==> src/rtl/button_conditioner.sv <==
// Multi-channel push-button front end: two-flop synchroniser, stable-count debounce
// filter, and registered press / release / long-hold pulses per channel.
module button_conditioner #(
    parameter int unsigned CHANNELS      = 4,
    parameter int unsigned STABLE_CYCLES = 16,
    parameter int unsigned HOLD_CYCLES   = 0,
    parameter bit          ACTIVE_LOW    = 1'b0
) (
    input  logic                clk,
    input  logic                reset,
    input  logic [CHANNELS-1:0] button,
    output logic [CHANNELS-1:0] debounced,
    output logic [CHANNELS-1:0] pressed,
    output logic [CHANNELS-1:0] released,
    output logic [CHANNELS-1:0] held,
    output logic                any_pressed
);

    localparam int unsigned CNT_W = $clog2(STABLE_CYCLES + 1);
    localparam logic [CNT_W-1:0] CNT_LAST = CNT_W'(STABLE_CYCLES - 1);
    localparam logic INV = ACTIVE_LOW;

    logic [CHANNELS-1:0] press_d_vec;
    logic                any_q;

    for (genvar i = 0; i < CHANNELS; i++) begin : gen_ch
        logic             s1_q, s2_q;
        logic [CNT_W-1:0] cnt_q, cnt_d;
        logic             deb_q, deb_d;
        logic             prs_q, prs_d;
        logic             rel_q, rel_d;

        // Synchroniser stage: flops carry the logical (active-high) level.
        always_ff @(posedge clk) begin
            if (reset) begin
                s1_q <= 1'b0;
                s2_q <= 1'b0;
            end else begin
                s1_q <= button[i] ^ INV;
                s2_q <= s1_q;
            end
        end

        // Filter stage: any sample matching the current level restarts the count.
        always_comb begin
            deb_d = deb_q;
            cnt_d = '0;
            prs_d = 1'b0;
            rel_d = 1'b0;
            if (s2_q != deb_q) begin
                if (cnt_q == CNT_LAST) begin
                    deb_d = s2_q;
                    prs_d = s2_q;
                    rel_d = ~s2_q;
                end else begin
                    cnt_d = cnt_q + CNT_W'(1);
                end
            end
        end

        always_ff @(posedge clk) begin
            if (reset) begin
                cnt_q <= '0;
                deb_q <= 1'b0;
                prs_q <= 1'b0;
                rel_q <= 1'b0;
            end else begin
                cnt_q <= cnt_d;
                deb_q <= deb_d;
                prs_q <= prs_d;
                rel_q <= rel_d;
            end
        end

        assign press_d_vec[i] = prs_d;
        assign debounced[i]   = deb_q;
        assign pressed[i]     = prs_q;
        assign released[i]    = rel_q;

        if (HOLD_CYCLES > 0) begin : gen_hold
            localparam int unsigned HCNT_W = $clog2(HOLD_CYCLES + 1);
            localparam logic [HCNT_W-1:0] HCNT_MAX  = HCNT_W'(HOLD_CYCLES);
            localparam logic [HCNT_W-1:0] HCNT_FIRE = HCNT_W'(HOLD_CYCLES - 1);

            logic [HCNT_W-1:0] hcnt_q, hcnt_d;
            logic              hld_q, hld_d;

            // Hold stage: keyed off the next debounced level so a release on the
            // hold-point edge suppresses the pulse; saturates so it fires once.
            always_comb begin
                hcnt_d = hcnt_q;
                hld_d  = 1'b0;
                if (!deb_d || prs_d) begin
                    hcnt_d = '0;
                end else if (hcnt_q != HCNT_MAX) begin
                    hcnt_d = hcnt_q + HCNT_W'(1);
                    hld_d  = (hcnt_q == HCNT_FIRE);
                end
            end

            always_ff @(posedge clk) begin
                if (reset) begin
                    hcnt_q <= '0;
                    hld_q  <= 1'b0;
                end else begin
                    hcnt_q <= hcnt_d;
                    hld_q  <= hld_d;
                end
            end

            assign held[i] = hld_q;
        end else begin : gen_no_hold
            assign held[i] = 1'b0;
        end
    end

    // Output stage: registered OR so it lines up with the per-channel pulses.
    always_ff @(posedge clk) begin
        if (reset) begin
            any_q <= 1'b0;
        end else begin
            any_q <= |press_d_vec;
        end
    end

    assign any_pressed = any_q;

endmodule
==> config.mk <==
export PLATFORM = sky130hd
export DESIGN_NAME = button_conditioner
export DESIGN_NICKNAME = d
export VERILOG_FILES = /design/src/rtl/button_conditioner.sv
export SDC_FILE = /design/constraint.sdc
export NUM_CORES = 1
export LEC_CHECK = 0
export CORE_MARGIN = 3
export CORE_UTILIZATION = 47
export CTS_BUF_LIST = sky130_fd_sc_hd__clkbuf_2 sky130_fd_sc_hd__clkbuf_4 sky130_fd_sc_hd__clkbuf_8
export CTS_CLUSTER_DIAMETER = 40
export DETAILED_ROUTE_END_ITERATION = 8
export PLACE_DENSITY = 0.73
export SYNTH_ARGS = -nofsm -noshare
export SYNTH_HDL_FRONTEND = slang
export SYNTH_SLANG_ARGS = --single-unit
==> constraint.sdc <==
create_clock -name clk -period 2.9 [get_ports clk]
set_clock_uncertainty 0.1 [all_clocks]
set_input_delay 0.58 -clock clk [delete_from_list [all_inputs] [get_ports clk]]
set_output_delay 0.58 -clock clk [all_outputs]
set_load 0.005 [all_outputs]
==> results.md <==
* Status: completed
* Pre-CTS WS at 877.0 ps
* Total Neg Setup Slack at 0 ps
* Total CTS buffers at 5
* Final Cycle Share at 67.78%
* Syn avg cell area at 10.11 um2
* Initial antenna violation count at 0
* Layout Cells excl Fill at 211
* CP Cell Sequence: clkdlybuf4s50_1
* CP endpoint kind: output pin
* Final setup viols at 0
* Routed Antenna Nets at 0
* Minimum period implied by the final worst setup slack at 1966 ps
* Net Sw Frac at 19.14%
* Ratio of cells with drive above 1 in the final layout at 8.982%
* Net Sw Power at 189.1 uW
* WP data required at 2220 ps
* Initial Util at 50.12%
* CTS clk-pin slew, worst paths at 120 ps
* Worst skew pair latency at 340 ps
* DRC Markers at 0
* Hold Crit Class: flop to flop
* First-pass GRT wire length at 4002 um
* PortBufs at 18
* CP startpoint kind: flop
* Chip Height at 63.76 um
* Htree depth at 2
* Root Buffer: clkbuf_4
* Critical path's largest stage delay at 530 ps
* WL final at 2184 um
* Power share of the sequential group at 58.1%
* Iter 0 DRT Violations at 36
* Layout area overhead at 13.73%
* Netlist cell types at 20
* Largest net degree at the start of global routing at 13
* # hold bufs at CTS at 0
* Routed len/inst at 10.35 um
* CP max-delay cell: clkdlybuf4s50_1
* Crit Path Class: flop to output pin
* CP Buf/Inv Count at 1
* Die width at 63.76 um
* Max capacitance violation total at 0
* Leakage dissipation at 0.0006572 uW
* Setup bufs post-CTS at 0
* GR Overflow Total at 0
* Total number of vias at 960
* Post-synth design cell area at 0.001568 mm2
* Count leader, synth: dfxtp_1
* Row count at 20
* TritonCTS clock tree: built
* Placed Instances at 203
* Cell internal pwr at 798.7 uW
* Final hold vios at 0
* Dominant synthesized flop cell: dfxtp_1
* Worst EP arrival at 1290 ps
* Final Wtd Congestion at 0.7041
* Core Util, Final at 57.00%
* Post-CTS Resized at 0
* Async SR Flop Fraction at 0%
* Sequential area share after synthesis at 52.35%
* RSZ-0062 raised after global routing: false
* Antenna Cells at 0
* Worst vdd ir at 473.7 uV
* Cell taking the most area after synthesis: dfxtp_1
* Combinational power share at 2.5%
* Number of global-route vias before repair at 978
* Fmax at 508.7 MHz
* Final Slew Violations at 0
* Top cells by count, synth: 41 x dfxtp_1, 26 x nor2_1, 16 x buf_4, 9 x nand2b_1
* Number of synthesized flops with an enable pin at 0
* Total global-route track usage at 12.84%
* Mapped Cells at 155
* Fillcell total at 271
* Core area at 0.003128 mm2
* Slack of the critical path at 934.4 ps
* Seq cells post-synth at 41
* Largest cells by area after synthesis: dfxtp_1 52%, buf_4 7.7%, ha_1 6.4%
* Post-DP HPWL at 1613 um
* Power per cell area at 554.0 mW/mm2
* Post-synth top area share at 52.35%
* First-pass iteration count of the detailed router at 4
* Clock buffer depth at 2
* Clock network power share at 39.4%
* Io pins at 23
* Clock sink count at 41
* Family with the most delay on the worst path: buffers and inverters
* # nets final at 180
* Ys Warns at 0
* Die ar. at 0.004065 mm2
* Crit path max fanout at 5
* Vias per Instance at 4.550
## placed cells by master (no fill, tap or decap)
cell type	count
clkdlybuf4s50_1	18
nor2_2	5
and3_1	4
xnor2_1	5
mux2i_1	4
clkbuf_8	1
nor4bb_1	1
dfxtp_1	41
nand3_1	4
buf_4	1
xor2_1	4
nand2b_1	9
clkbuf_4	6
nand3b_1	4
conb_1	4
or3_4	1
a211o_1	3
a41oi_1	1
inv_1	8
nor2_1	26
ha_1	8
nor2b_1	8
bufinv_16	1
## cell families (layout without fill, tap and decap cells)
| logic type | count (synthesis) | count (layout) | synth area share, % |
|---|---|---|---|
| other | 1 | 4 | 0.2392 |
| DFF | 41 | 41 | 52.35 |
| xor gates and xnor gates | 9 | 9 | 5.028 |
| adders and majority gates | 8 | 8 | 6.385 |
| AOI/OAI and AO/OA | 4 | 4 | 2.235 |
| buffers and inverters | 26 | 35 | 10.06 |
| muxes | 4 | 4 | 2.554 |
| and+or+nand+nor | 62 | 62 | 21.15 |
## area by class of cell
cell class | instances | area (um2) | area share, %
Sequential cell | 41 | 820.8 | 46.04
Multi-Input combinational cell | 91 | 600.6 | 33.68
Timing Repair Buffer | 19 | 187.7 | 10.53
Clock buffer | 7 | 58.81 | 3.298
Tap cell | 44 | 55.05 | 3.088
Clock inverter | 1 | 30.03 | 1.684
Inverter | 8 | 30.03 | 1.684
## layer usage
layer  vias up  routed length, um  track usage, %
met5         -                  0               0
met4         0                 61           8.625
met3         7                103           4.042
met2        21               1105           21.64
met1       437                913           13.67
li1        495                  -               -
## sequential cells by signal, indices dropped and copies added (netlist names)
signal and flops:
gen_ch.rel_q 4, gen_ch.prs_q 4, gen_ch.cnt_q 20, gen_ch.s1_q 4, gen_ch.deb_q 4, any_pressed 1, gen_ch.s2_q 4
## worst register-to-register path, cell delays in order, from the launching register on
cell and delay [ps]:
dfxtp_1 350, ha_1 230, and3_1 190, ha_1 230, or3_4 450, nor2_2 110
## final timing paths
kind / startpoint / endpoint / slack (ps) / cells past startpoint
max: gen_ch[3].deb_q / debounced[3] / 930 / 1
min: gen_ch[1].s1_q / gen_ch[1].s2_q / 350 / 1
max reg2reg: gen_ch[3].cnt_q[0] / gen_ch[3].cnt_q[2] / 1200 / 5
min reg2reg: gen_ch[1].s1_q / gen_ch[1].s2_q / 350 / 1
## stage by stage
stage          instance area (um2)  hold slack, ps  total power, uW
2_1_floorplan                 1579           313.8            604.7
5_1_grt                       1783           372.1             1021
3_3_place_gp                  1694           319.5            610.3
4_1_cts                       1783           356.7            997.1
3_5_place_dp                  1694           327.8            611.7
6_report                      1783           353.2            987.7
## power by group through the flow
| stage | clock, uW | sequential [uW] | combinational (uW) |
|---|---|---|---|
| floorplan | 0 | 586 | 19.1 |
| global placement | 0 | 586 | 24.2 |
| detailed placement | 0 | 587 | 25.2 |
| CTS | 398 | 574 | 25.2 |
| global route | 417 | 575 | 28.0 |
| finish | 389 | 574 | 24.9 |
Power figures use the tool's default switching activity.
